### src/rtl/dkong_audio_out.sv
// Audio output conditioning for the Donkey Kong sound board mix.
// Decimates the mix to one sample per CLOCKS_PER_SAMPLE clocks, optionally removes DC,
// applies a click-free gain ramp for mute/unmute and emits one sample with a valid pulse.
//
// Gain ramp states:
//   state        | meaning
//   ST_MUTED     | gain == 0, output silent
//   ST_RAMP_UP   | fading in, gain rises by RAMP_STEP per sample
//   ST_UNITY     | gain == 256, output passes unattenuated
//   ST_RAMP_DOWN | fading out, gain falls by RAMP_STEP per sample
module dkong_audio_out #(
    parameter int CLOCKS_PER_SAMPLE = 512,
    parameter int DC_SHIFT_K        = 8,
    parameter int RAMP_STEP         = 16
) (
    input  logic               W_CLK_24576M,
    input  logic               W_RESET,
    input  logic signed [15:0] I_SOUND_DAT,
    input  logic               I_DCBLOCK_EN,
    input  logic               I_MUTE,
    output logic signed [15:0] O_SOUND_DAT,
    output logic               O_SAMPLE_VALID,
    output logic               O_MUTED
);

    localparam logic [9:0]         LP_CNT_LAST = 10'(CLOCKS_PER_SAMPLE - 1);
    localparam logic [8:0]         LP_STEP     = 9'(RAMP_STEP);
    localparam logic [8:0]         LP_UNITY    = 9'd256;
    localparam logic signed [25:0] LP_Y_MAX    = 26'sd8388607;
    localparam logic signed [25:0] LP_Y_MIN    = -26'sd8388608;
    localparam logic signed [25:0] LP_O_MAX    = 26'sd32767;
    localparam logic signed [25:0] LP_O_MIN    = -26'sd32768;

    typedef enum logic [1:0] {
        ST_MUTED     = 2'd0,
        ST_RAMP_UP   = 2'd1,
        ST_UNITY     = 2'd2,
        ST_RAMP_DOWN = 2'd3
    } state_t;

    logic [9:0]         r_cnt;
    logic               w_strobe;

    logic signed [15:0] r_x;
    logic signed [15:0] r_x_prev;
    logic signed [16:0] r_d;
    logic               r_mute;
    logic               r_v1;

    logic signed [23:0] r_y;
    logic signed [15:0] r_yo;
    logic               r_v2;
    logic signed [25:0] w_y_sum;
    logic signed [23:0] w_y_new;

    state_t             r_state;
    state_t             w_state_next;
    logic [8:0]         r_gain;
    logic [8:0]         w_gain_next;
    logic [8:0]         w_gain_up;
    logic [8:0]         w_gain_dn;
    logic               r_muted;

    logic signed [25:0] w_prod;
    logic signed [25:0] w_prod_sh;
    logic signed [15:0] w_out;

    assign w_strobe = (r_cnt == LP_CNT_LAST);

    // Sample-rate counter: wraps on the strobe cycle
    always_ff @(posedge W_CLK_24576M) begin
        if (W_RESET) begin
            r_cnt <= '0;
        end else if (w_strobe) begin
            r_cnt <= '0;
        end else begin
            r_cnt <= r_cnt + 10'd1;
        end
    end

    // S1: capture the mix and mute request, form the first difference
    always_ff @(posedge W_CLK_24576M) begin
        if (W_RESET) begin
            r_x      <= '0;
            r_x_prev <= '0;
            r_d      <= '0;
            r_mute   <= 1'b0;
            r_v1     <= 1'b0;
        end else begin
            r_v1 <= w_strobe;
            if (w_strobe) begin
                r_x      <= I_SOUND_DAT;
                r_x_prev <= I_SOUND_DAT;
                r_d      <= {I_SOUND_DAT[15], I_SOUND_DAT} - {r_x_prev[15], r_x_prev};
                r_mute   <= I_MUTE;
            end
        end
    end

    // DC blocker update at 26 bits, then clamped back into the 24-bit accumulator range
    always_comb begin
        w_y_sum = {{2{r_y[23]}}, r_y} - {{2{r_y[23]}}, (r_y >>> DC_SHIFT_K)} + {r_d[16], r_d, 8'h00};
        if (w_y_sum > LP_Y_MAX) begin
            w_y_new = 24'sh7FFFFF;
        end else if (w_y_sum < LP_Y_MIN) begin
            w_y_new = 24'sh800000;
        end else begin
            w_y_new = w_y_sum[23:0];
        end
    end

    // S2: DC blocker (or bypass, which also clears the accumulator for a clean re-enable)
    always_ff @(posedge W_CLK_24576M) begin
        if (W_RESET) begin
            r_y  <= '0;
            r_yo <= '0;
            r_v2 <= 1'b0;
        end else begin
            r_v2 <= r_v1;
            if (r_v1) begin
                if (I_DCBLOCK_EN) begin
                    r_y  <= w_y_new;
                    r_yo <= w_y_new[23:8];
                end else begin
                    r_y  <= '0;
                    r_yo <= r_x;
                end
            end
        end
    end

    // Gain ramp state register; advances once per sample alongside S2
    always_ff @(posedge W_CLK_24576M) begin
        if (W_RESET) begin
            r_state <= ST_MUTED;
            r_gain  <= '0;
            r_muted <= 1'b1;
        end else if (r_v1) begin
            r_state <= w_state_next;
            r_gain  <= w_gain_next;
            r_muted <= (w_gain_next == 9'd0);
        end
    end

    // Gain ramp next state; direction follows the mute request, saturating at 0 and unity
    always_comb begin
        w_state_next = r_state;
        w_gain_next  = r_gain;
        w_gain_up    = (r_gain >= (LP_UNITY - LP_STEP)) ? LP_UNITY : (r_gain + LP_STEP);
        w_gain_dn    = (r_gain <= LP_STEP) ? 9'd0 : (r_gain - LP_STEP);
        case (r_state)
            ST_MUTED: begin
                if (!r_mute) begin
                    w_gain_next  = w_gain_up;
                    w_state_next = (w_gain_up == LP_UNITY) ? ST_UNITY : ST_RAMP_UP;
                end
            end
            ST_RAMP_UP: begin
                if (r_mute) begin
                    w_gain_next  = w_gain_dn;
                    w_state_next = (w_gain_dn == 9'd0) ? ST_MUTED : ST_RAMP_DOWN;
                end else begin
                    w_gain_next  = w_gain_up;
                    w_state_next = (w_gain_up == LP_UNITY) ? ST_UNITY : ST_RAMP_UP;
                end
            end
            ST_UNITY: begin
                if (r_mute) begin
                    w_gain_next  = w_gain_dn;
                    w_state_next = (w_gain_dn == 9'd0) ? ST_MUTED : ST_RAMP_DOWN;
                end
            end
            ST_RAMP_DOWN: begin
                if (!r_mute) begin
                    w_gain_next  = w_gain_up;
                    w_state_next = (w_gain_up == LP_UNITY) ? ST_UNITY : ST_RAMP_UP;
                end else begin
                    w_gain_next  = w_gain_dn;
                    w_state_next = (w_gain_dn == 9'd0) ? ST_MUTED : ST_RAMP_DOWN;
                end
            end
            default: begin
                w_state_next = ST_MUTED;
                w_gain_next  = '0;
            end
        endcase
    end

    // Gain multiply; gain is unsigned 0..256 so it is zero-extended before the signed product
    always_comb begin
        w_prod    = r_yo * $signed({1'b0, r_gain});
        w_prod_sh = w_prod >>> 8;
        if (w_prod_sh > LP_O_MAX) begin
            w_out = 16'sh7FFF;
        end else if (w_prod_sh < LP_O_MIN) begin
            w_out = 16'sh8000;
        end else begin
            w_out = w_prod_sh[15:0];
        end
    end

    // S3: present the scaled sample with a one-cycle valid pulse; data holds between pulses
    always_ff @(posedge W_CLK_24576M) begin
        if (W_RESET) begin
            O_SOUND_DAT    <= '0;
            O_SAMPLE_VALID <= 1'b0;
        end else begin
            O_SAMPLE_VALID <= r_v2;
            if (r_v2) begin
                O_SOUND_DAT <= w_out;
            end
        end
    end

    assign O_MUTED = r_muted;

endmodule

### config.mk
export PLATFORM = sky130hd
export DESIGN_NAME = dkong_audio_out
export DESIGN_NICKNAME = d
export VERILOG_FILES = /design/src/rtl/dkong_audio_out.sv
export SDC_FILE = /design/constraint.sdc
export NUM_CORES = 1
export LEC_CHECK = 0
export ABC_AREA = 1
export CORE_MARGIN = 5
export CORE_UTILIZATION = 30
export CTS_CLUSTER_SIZE = 20
export DETAILED_ROUTE_END_ITERATION = 8
export HOLD_SLACK_MARGIN = 0.15
export PLACE_DENSITY = 0.51
export SETUP_SLACK_MARGIN = 0.1
export SLEW_MARGIN = 40
export SYNTH_ARGS = -nofsm -noshare
export SYNTH_HDL_FRONTEND = slang
export SYNTH_SLANG_ARGS = --single-unit
### constraint.sdc
create_clock -name W_CLK_24576M -period 8.9 [get_ports W_CLK_24576M]
set_input_delay 0.89 -clock W_CLK_24576M [delete_from_list [all_inputs] [get_ports W_CLK_24576M]]
set_output_delay 0.89 -clock W_CLK_24576M [all_outputs]
set_load 0.02 [all_outputs]
==> results of run 1 <==
## metal layers
metal | vias up | part of all wire [%] | track usage [%]
met5 | - | 0 | 0
met4 | 0 | 1.4 | 3.68
met3 | 35 | 3.7 | 2.53
met2 | 221 | 46 | 24.8
met1 | 5508 | 49 | 20.5
li1 | 5903 | - | -
## worst paths after layout
path	from	slack [ns]	endpoint
setup / recovery	r_gain[1]$_SDFFE_PP0P_	2.88	O_SOUND_DAT[3]$_SDFFE_PP0P_
hold reg to reg	r_y[10]$_SDFFE_PP0P_	0.45	r_y[10]$_SDFFE_PP0P_
hold / removal	r_y[10]$_SDFFE_PP0P_	0.45	r_y[10]$_SDFFE_PP0P_
setup reg to reg	r_gain[1]$_SDFFE_PP0P_	2.88	O_SOUND_DAT[3]$_SDFFE_PP0P_
## state kept, by name, summed over array words and instances (netlist names), 2 cells and up
name	cells
r_y	24
r_gain	9
O_SOUND_DAT	16
r_x_prev	16
r_d	17
r_yo	16
r_state	2
r_cnt	10
## through the flow
step           std cells  util (%)
2_1_floorplan       1933         -
4_1_cts             2538      33.6
3_5_place_dp        2506      32.3
6_report            2538      33.6
5_1_grt             2538      33.6
3_3_place_gp        2506      32.3
## worst min-delay path: cells and delay by family (launching register included)
family           cells  cell delay [ns]
flip-flops           1             0.31
AND/OR/NAND/NOR      2             0.10
## layout make-up
| class | count | area, um^2 |
|---|---|---|
| Fill cell | 4864 | 29400 |
| Clock buffer | 20 | 447 |
| Sequential cell | 115 | 2310 |
| Clock inverter | 12 | 131 |
| Timing Repair Buffer | 43 | 415 |
| Multi-Input combinational cell | 1315 | 9170 |
| Tap cell | 592 | 741 |
| Inverter | 441 | 1660 |
## layout by cell type (no fill, tap or decap), types with 5 or more instances in the layout
cell type        netlist  final
xor2_1                35     35
nand3_1               55     55
o21ai_1                7      7
inv_1                436    434
dfxtp_1              115    111
ha_1                 109    109
a31oi_1                7      7
o21bai_1               8      8
buf_4                  1      6
o22ai_1               18     18
a21o_1                 8      8
inv_2                  3      5
a21oi_2                5      5
clkbuf_16              0     17
nand4_1               20     20
nand2_1              508    507
fa_1                 138    138
xnor2_1               17     17
o21ai_0              112    112
nor2_1                99     99
nand2_2               13     14
clkdlybuf4s50_1        0     37
a21oi_1              107    107
nor3_1                10     10
## power by group through the flow
stage	combinational [uW]	sequential, uW	clock, uW
finish	56.3	517	683
global route	62.5	517	728
CTS	56.3	517	702
detailed placement	56.1	528	0
global placement	56.4	528	0
floorplan	32.6	528	0
## cell families (layout without fill, tap and decap cells)
logic type	after synthesis	in the layout	synth area share (%)
AO/OA/AOI/OAI	291	291	12.1
flip-flops	115	115	17.2
adder cells (fa/ha/maj)	247	247	30.8
XOR/XNOR	52	52	3.39
buffers and inverters	503	516	14.5
AND/OR/NAND/NOR	725	725	22.1
==> results.json, run 1 <==
{
  "syn_area_mm2": 0.0134,
  "p_sw_uw": 299,
  "p_int_uw": 957,
  "diodes": 0,
  "postPlaceCellArea_mm2": 0.0143,
  "wl_per_cell_um": 14.1,
  "status": "finished clean",
  "clock_sinks": 115,
  "dp_slack_ns": 2.86,
  "start_util_pct": 30.3,
  "htree_levels": 4,
  "finalHoldViolations": 0,
  "share_seq_of_total_power_pct": 41.2,
  "antenna_found_initial": 1,
  "dr.pass1.iters": 5,
  "hpwl_um": 29300,
  "syn_inst": 1933,
  "tightestPinTransition_ns": 0.754,
  "holdPathStages": 2,
  "yosysTopAreaCell": "fa_1",
  "finalSetupViolCount": 0,
  "fin_area_mm2": 0.0149,
  "slew_headroom_pct": 49.7,
  "grt_max_degree": 43,
  "crit_required_ns": 9.20,
  "viasPerCell": 4.60,
  "fmax_mhz": 166,
  "cts_resized": 0,
  "yosysMostFrequentCell": "nand2_1",
  "crit_chain": "nand2_1, inv_1, fa_1, inv_1, fa_1, inv_1, fa_1, fa_1, inv_1, fa_1, inv_1, ha_1, a21oi_1, nor2_1, o21ai_0, nand3b_1, a21oi_1, nand2_1, nand2_1, nand2_2, a21oi_4, a21oi_1",
  "min_period_ns": 6.02,
  "rows": 77,
  "slowest_delay_ns": 0.80,
  "cts_root_buffer": "clkbuf_16",
  "gr-total-overflow": 0,
  "drtIter0Drc": 704,
  "irDropWorstVdd_mv": 0.110,
  "ctsLongestPathBuffers": 2,
  "arrival_ns": 6.32,
  "hp-class": "reg2reg",
  "critPathKind": "reg2reg",
  "path_clk_slew_ns": 0.06,
  "p_comb_share_pct": 4.5,
  "clock_latency_ns": 0.44,
  "cts_made_buffers": 17,
  "cp_max_fo": 19,
  "slew_violations": 0,
  "async_reset_ff_share_pct": 0,
  "synth_edf_count": 0,
  "die_h_um": 221,
  "r2r_cells": 22,
  "place.gp.congestion": 0.890,
  "fin_skew_ns": 0.00896,
  "pwr-share-clk_pct": 54.3,
  "drive_above_1_share_pct": 4.11,
  "post_synth.cell_area_avg_um2": 6.94,
  "p_leak_uw": 0.00798,
  "fin_nets": 2200,
  "wl_um": 35900,
  "ys_ff_latch": 115,
  "synth_cell_types": 50,
  "p_total_uw": 1260,
  "fin_ws_ns": 2.88,
  "grt_pass1_vias": 11800,
  "power_density_mw_per_mm2": 84.5,
  "track_usage_pct": 15.0,
  "cp_num_cells": 22,
  "critPathCaptureType": "flip-flop",
  "synth_ff_type": "dfxtp_1",
  "dr_total_vias": 11700,
  "setup_tns_ns": 0,
  "io_pins": 38,
  "synth_nets": 2200,
  "timing.hold.ws_ns": 0.453,
  "yosys-top-cells-area": "fa_1 (21%), dfxtp_1 (17%), nand2_1 (14%)",
  "cpMaxStageDelayCell": "dfxtp_1",
  "cts_setup_buffers": 0,
  "cp-start-kind": "flip-flop",
  "ys_seq_area_share_pct": 17.2,
  "swShare_pct": 23.8,
  "cts_tree": "built",
  "maxCapViolations": 0,
  "port_buffers": 37,
  "crit_buf_inv": 5,
  "yosysWarnings": 0,
  "dieArea_mm2": 0.0491,
  "core_area_mm2": 0.0442,
  "drtAntennaViolNets": 0,
  "synthTopCellsByCount": "nand2_1 (508), inv_1 (436), fa_1 (138)",
  "synth_top_area_share_pct": 20.6,
  "rsz0062_at_grt": "no",
  "critPathTopFamily": "adder cells",
  "die_w_um": 221,
  "drc_errors": 0,
  "area_growth_pct": 10.8,
  "min_period_over_period_pct": 67.6,
  "ctsHoldBuffers": 0,
  "grt_pass1_wl_um": 60600
}
Power figures use the tool's default switching activity.
==> run 2: changes to the inputs <==
- PLACE_DENSITY: 0.51 -> 0.52
- clock period: 8.9 -> 5.1 ns (I/O delays scaled with it)
==> run 2 against run 1 <==
The flow now finishes with violations (setup timing). Critical endpoint is now O_SOUND_DAT[9]$_SDFFE_PP0P_. Routed wire length increased by 2.2%. Via count rose by 3.8%. Clock power increased by 83%. Register-to-register slack worse by 2.9 ns. Final cell count grew 4.7%. Worst setup slack got worse by 2.9 ns. Largest cell class unchanged. Combinational power up 75%. Core utilization up 3.3 points.
==> results.json, run 2 (synthesis results as in run 1) <==
{
  "cp_max_fo": 7,
  "dr_total_vias": 12100,
  "hpwl_um": 30200,
  "crit_required_ns": 5.43,
  "irDropWorstVdd_mv": 0.208,
  "hp-start": "r_y[9]$_SDFFE_PP0P_",
  "port_buffers": 37,
  "io_pins": 38,
  "drive_above_1_share_pct": 14.4,
  "fin_skew_ns": 0.0130,
  "maxCapViolations": 0,
  "gr-usage-met3_pct": 2.33,
  "timing.hold.ws_ns": 0.454,
  "rows": 77,
  "drc_errors": 0,
  "cts_tree": "built",
  "largestRegisters": "r_y (24), r_d (17)",
  "viasPerCell": 4.56,
  "drtAntennaViolNets": 0,
  "critPathKind": "reg2reg",
  "regArea_mm2": 0.00235,
  "violations": "setup timing",
  "dp_slack_ns": -0.200,
  "slew_violations": 0,
  "layout_common_cells": "nand2_1 (488), inv_1 (420), fa_1 (135)",
  "wl_um": 36700,
  "status": "complete, but fails checks",
  "die_h_um": 221,
  "min_period_ns": 5.15,
  "grtUsageMet2_pct": 25.3,
  "grt_max_degree": 42,
  "clock_latency_ns": 0.45,
  "layout_commonest_cell": "nand2_1",
  "critPathCaptureType": "flip-flop",
  "nFillCells": 4761,
  "arrival_ns": 5.48,
  "fmax_mhz": 194,
  "tightestPinTransition_ns": 0.609,
  "dieArea_mm2": 0.0491,
  "track_usage_pct": 15.1,
  "largest_reg_flops": 24,
  "cts_root_buffer": "clkbuf_16",
  "fin_ws_ns": -0.0508,
  "finalHoldViolations": 0,
  "ctsHoldBuffers": 0,
  "area_growth_pct": 21.8,
  "ctsLongestPathBuffers": 2,
  "power_density_mw_per_mm2": 137,
  "fin_nets": 2320,
  "path_clk_slew_ns": 0.06,
  "crit-reg2reg-launch": "r_yo[15]$_SDFFE_PP0P_",
  "cts_made_buffers": 17,
  "diodes": 0,
  "place.gp.congestion": 0.879,
  "finalSetupViolCount": 15,
  "gr-max-usage-layer": "met2",
  "die_w_um": 221,
  "antenna_found_initial": 0,
  "min_period_over_period_pct": 101,
  "wl_per_cell_um": 13.8,
  "regMostFlops": "r_y",
  "htree_levels": 4,
  "grt_pass1_vias": 12300,
  "core_area_mm2": 0.0442,
  "start_util_pct": 30.3,
  "gr-total-overflow": 0,
  "cp-start-kind": "flip-flop",
  "dr.pass1.iters": 5,
  "multi_input_area_mm2": 0.00957,
  "rsz0062_at_grt": "yes",
  "met1_usage_pct": 20.3,
  "clock_sinks": 115,
  "crit_start": "r_yo[15]$_SDFFE_PP0P_",
  "hp-class": "reg2reg",
  "drtIter0Drc": 566,
  "p_leak_uw": 0.00869,
  "grt_pass1_wl_um": 61300,
  "slew_headroom_pct": 59.3
}
run 2: final timing paths:
kind	depth (start not counted)	slack (ns)	end
setup reg to reg	25	-0.05	O_SOUND_DAT[9]$_SDFFE_PP0P_
hold / removal	2	0.45	r_y[9]$_SDFFE_PP0P_
setup / recovery	25	-0.05	O_SOUND_DAT[9]$_SDFFE_PP0P_
hold reg to reg	2	0.45	r_y[9]$_SDFFE_PP0P_
run 2: through the flow:
| stage | setup TNS, ns | std cells | power, uW | util, % | area (um^2) |
|---|---|---|---|---|---|
| after floorplan | 0 | 1933 | 978 | - | 13600 |
| after CTS | -0.129 | 2645 | 2280 | 36.0 | 15900 |
| final | -0.490 | 2658 | 2250 | 37.0 | 16300 |
| after global placement | -2.15 | 2612 | 1020 | 34.4 | 15200 |
| after detailed placement | -2.60 | 2612 | 1020 | 34.4 | 15200 |
| after global routing | -4.29 | 2658 | 2320 | 37.0 | 16300 |
run 2: repair_timing:
item                                    in CTS  in global routing
pin swaps                                    5                 27
endpoints found under the setup margin      16                 16
setup buffers                                1                 11
gates cloned                                 0                  2
gates resized for setup                     30                 91
run 2: critical path: stages (launching register included):
cell	delay (ns)
dfxtp_4	0.38
buf_6	0.13
nand2_4	0.05
inv_2	0.03
fa_1	0.52
inv_2	0.09
fa_2	0.59
inv_2	0.06
fa_1	0.49
fa_1	0.56
inv_2	0.04
fa_1	0.51
inv_2	0.05
ha_4	0.31
nand2_4	0.07
nor2_4	0.12
nand2_2	0.07
nor2_1	0.09
nand2_1	0.09
nand3_1	0.10
nand2_2	0.08
nand2_1	0.09
nand2_2	0.07
a21oi_4	0.22
clkbuf_16	0.18
a21oi_1	0.06
run 2: cell type report:
cell class	instances	share of cell area [%]
tap	592	4.53
multi-input combinational	1316	58.6
clock buffer	18	2.69
sequential	115	14.4
inverter	441	10.2
clock inverter	14	1.02
timing repair buffer	162	8.66
run 2: layer usage:
metal | vias to the layer above | share of wire (%)
met3 | 44 | 3.5
met1 | 5697 | 48
met2 | 211 | 47
li1 | 6156 | -
met4 | 0 | 2.2
met5 | - | 0
run 2: power by group:
part           switching (uW)  leakage [uW]  internal [uW]  total (uW)
Combinational            60.5       0.00745           38.1        98.6
Clock                     503      0.000294            748        1250
Sequential               1.76      0.000938            895         897
Total                     565       0.00869           1680        2250
==> run 3: changes to the inputs <==
- PLACE_DENSITY: 0.52 -> unset
- SLEW_MARGIN: 40 -> 20
==> run 3 against run 2 <==
The flow still finishes with violations (setup timing). Clock power rose by 6%. Critical path depth fell by 3. Critical endpoint is now O_SOUND_DAT[7]$_SDFFE_PP0P_. Sequential share of layout area fell by 0.24 points. Die area did not move. Via count rose by 1.0%. Hold slack improved by 0.0024 ns. Count of clock-buffer cells in the layout rose by 1. Register-to-register slack got worse by 0.04 ns. Final cell count rose by 0.38%. Flip-flop and latch count did not move. Worst setup slack got worse by 0.042 ns. Sequential power barely moved.
==> results.json, run 3 (synthesis results as in run 1) <==
{
  "status": "complete, but fails checks",
  "violations": "setup timing",
  "ctsLongestPathBuffers": 2,
  "fmax_mhz": 193,
  "min_period_ns": 5.19,
  "maxCapViolations": 0,
  "nFillCells": 4594,
  "finalSetupViolCount": 15,
  "htree_levels": 4,
  "viasPerCell": 4.58,
  "hpwl_um": 29500,
  "critPathCaptureType": "flip-flop",
  "wl_um": 36900,
  "wl_per_cell_um": 13.8,
  "rr_endpoint": "O_SOUND_DAT[7]$_SDFFE_PP0P_",
  "hp-class": "reg2reg",
  "postPlaceCellArea_mm2": 0.0152,
  "drtAntennaViolNets": 0,
  "core_area_mm2": 0.0442,
  "grt_pass1_wl_um": 61400,
  "worstHoldEndpoint": "r_y[11]$_SDFFE_PP0P_",
  "grt_max_degree": 43,
  "p_total_uw": 2310,
  "path_clk_slew_ns": 0.06,
  "largest_reg_flops": 24,
  "io_pins": 38,
  "critPathKind": "reg2reg",
  "drc_errors": 0,
  "r2r_cells": 22,
  "area_growth_pct": 23.5,
  "cts_tree": "built",
  "irDropWorstVdd_mv": 0.153,
  "track_usage_pct": 14.9,
  "drive_above_1_share_pct": 15.4,
  "regMostFlops": "r_y",
  "grt_pass1_vias": 12400,
  "timing.hold.ws_ns": 0.456,
  "arrival_ns": 5.51,
  "layout_common_cells": "nand2_1 (489), inv_1 (417), fa_1 (134)",
  "ctsHoldBuffers": 0,
  "setup_tns_ns": -1.16,
  "slew_headroom_pct": 40.0,
  "layout_commonest_cell": "nand2_1",
  "antenna_found_initial": 0,
  "dieArea_mm2": 0.0491,
  "drtIter0Drc": 610,
  "rows": 77,
  "regArea_mm2": 0.00234,
  "power_density_mw_per_mm2": 140,
  "crit-reg2reg-launch": "r_yo[7]$_SDFFE_PP0P_",
  "min_period_over_period_pct": 102,
  "gr-total-overflow": 0,
  "die_w_um": 221,
  "fin_nets": 2330,
  "largestRegisters": "r_y (24), r_d (17)",
  "cts_made_buffers": 17,
  "port_buffers": 37,
  "fin_skew_ns": 0.0131,
  "die_h_um": 221,
  "crit_required_ns": 5.42,
  "fin_ws_ns": -0.0929,
  "clock_latency_ns": 0.44,
  "rsz0062_at_grt": "yes",
  "reg2reg_slack_ns": -0.09,
  "start_util_pct": 30.3,
  "holdPathStages": 2,
  "place.gp.congestion": 0.915,
  "finalHoldViolations": 0,
  "dr_total_vias": 12200,
  "cts_root_buffer": "clkbuf_16",
  "slew_violations": 0,
  "diodes": 0,
  "cp_max_fo": 9,
  "multi_input_area_mm2": 0.00970,
  "p_leak_uw": 0.00873,
  "hp-start": "r_y[11]$_SDFFE_PP0P_",
  "dr.pass1.iters": 5,
  "fin_area_mm2": 0.0166,
  "tightestPinTransition_ns": 0.898,
  "dp_slack_ns": -0.289,
  "clock_sinks": 115,
  "cp-start-kind": "flip-flop"
}
-- run 3: cell count changes in the layout (fill, tap and decap cells not counted), sizes merged --
cell and delta:
inv -4, bufbuf +1, clkinvlp -1, clkinv +2
buf +10, bufinv +2
-- run 3: final cells by class --
| class | count | share of cell area, % |
|---|---|---|
| clock buffer | 19 | 2.61 |
| tap | 592 | 4.47 |
| clock inverter | 13 | 1.19 |
| timing repair buffer | 172 | 9.04 |
| multi-input combinational | 1316 | 58.5 |
| inverter | 441 | 10.1 |
| sequential | 115 | 14.1 |
-- run 3: worst max-delay path, stage by stage, from the launching register on --
cell and delay (ns):
dfxtp_1 0.36, buf_12 0.14, nand2_1 0.08, fa_1 0.54
inv_1 0.06, fa_1 0.55, fa_1 0.45, fa_1 0.54
inv_1 0.05, fa_1 0.53, inv_1 0.07, ha_4 0.27
a21oi_2 0.24, nand2_1 0.14, a21oi_4 0.18, inv_1 0.05
nand2_1 0.07, nand4_1 0.12, nand2_1 0.11, nand2_2 0.07
a21oi_4 0.22, clkbuf_16 0.20, a21oi_2 0.05
-- run 3: where the power goes --
group | internal (uW) | switching [uW]
combinational | 37.7 | 59.5
clock | 827 | 492
sequential | 896 | 1.79
-- run 3: worst max path at each step --
stage | from | end | slack (ns)
3_5_place_dp | r_yo[15]$_SDFFE_PP0P_ | O_SOUND_DAT[4]$_SDFFE_PP0P_ | -0.29
5_1_grt | r_gain[3]$_SDFFE_PP0P_ | O_SOUND_DAT[10]$_SDFFE_PP0P_ | -0.30
2_1_floorplan | r_gain[6]$_SDFFE_PP0P_ | O_SOUND_DAT[1]$_SDFFE_PP0P_ | 0.10
4_1_cts | r_gain[3]$_SDFFE_PP0P_ | O_SOUND_DAT[4]$_SDFFE_PP0P_ | -0.09
6_report | r_yo[7]$_SDFFE_PP0P_ | O_SOUND_DAT[7]$_SDFFE_PP0P_ | -0.09
3_3_place_gp | r_yo[15]$_SDFFE_PP0P_ | O_SOUND_DAT[4]$_SDFFE_PP0P_ | -0.20
-- run 3: timing repair --
action / 4_1_cts / 5_1_grt
resized for setup: 79 / 53
buffers inserted: 18 / 2
pin swaps: 45 / 16
cloned: 4 / 0
setup endpoints to repair: 16 / 16
-- run 3: through the flow --
| stage | instances | utilization [%] |
|---|---|---|
| 6_report | 2668 | 37.5 |
| 5_1_grt | 2668 | 37.5 |
| 4_1_cts | 2666 | 37.0 |
| 3_5_place_dp | 2612 | 34.4 |
| 3_3_place_gp | 2612 | 34.4 |
| 2_1_floorplan | 1933 | - |
-- run 3: routing by layer --
metal | GRT usage [%] | routed length, um | vias up
li1 | - | - | 6162
met4 | 3.90 | 749 | 0
met2 | 25.5 | 17500 | 261
met5 | 0 | 0 | -
met3 | 2.25 | 1530 | 50
met1 | 19.8 | 17100 | 5759
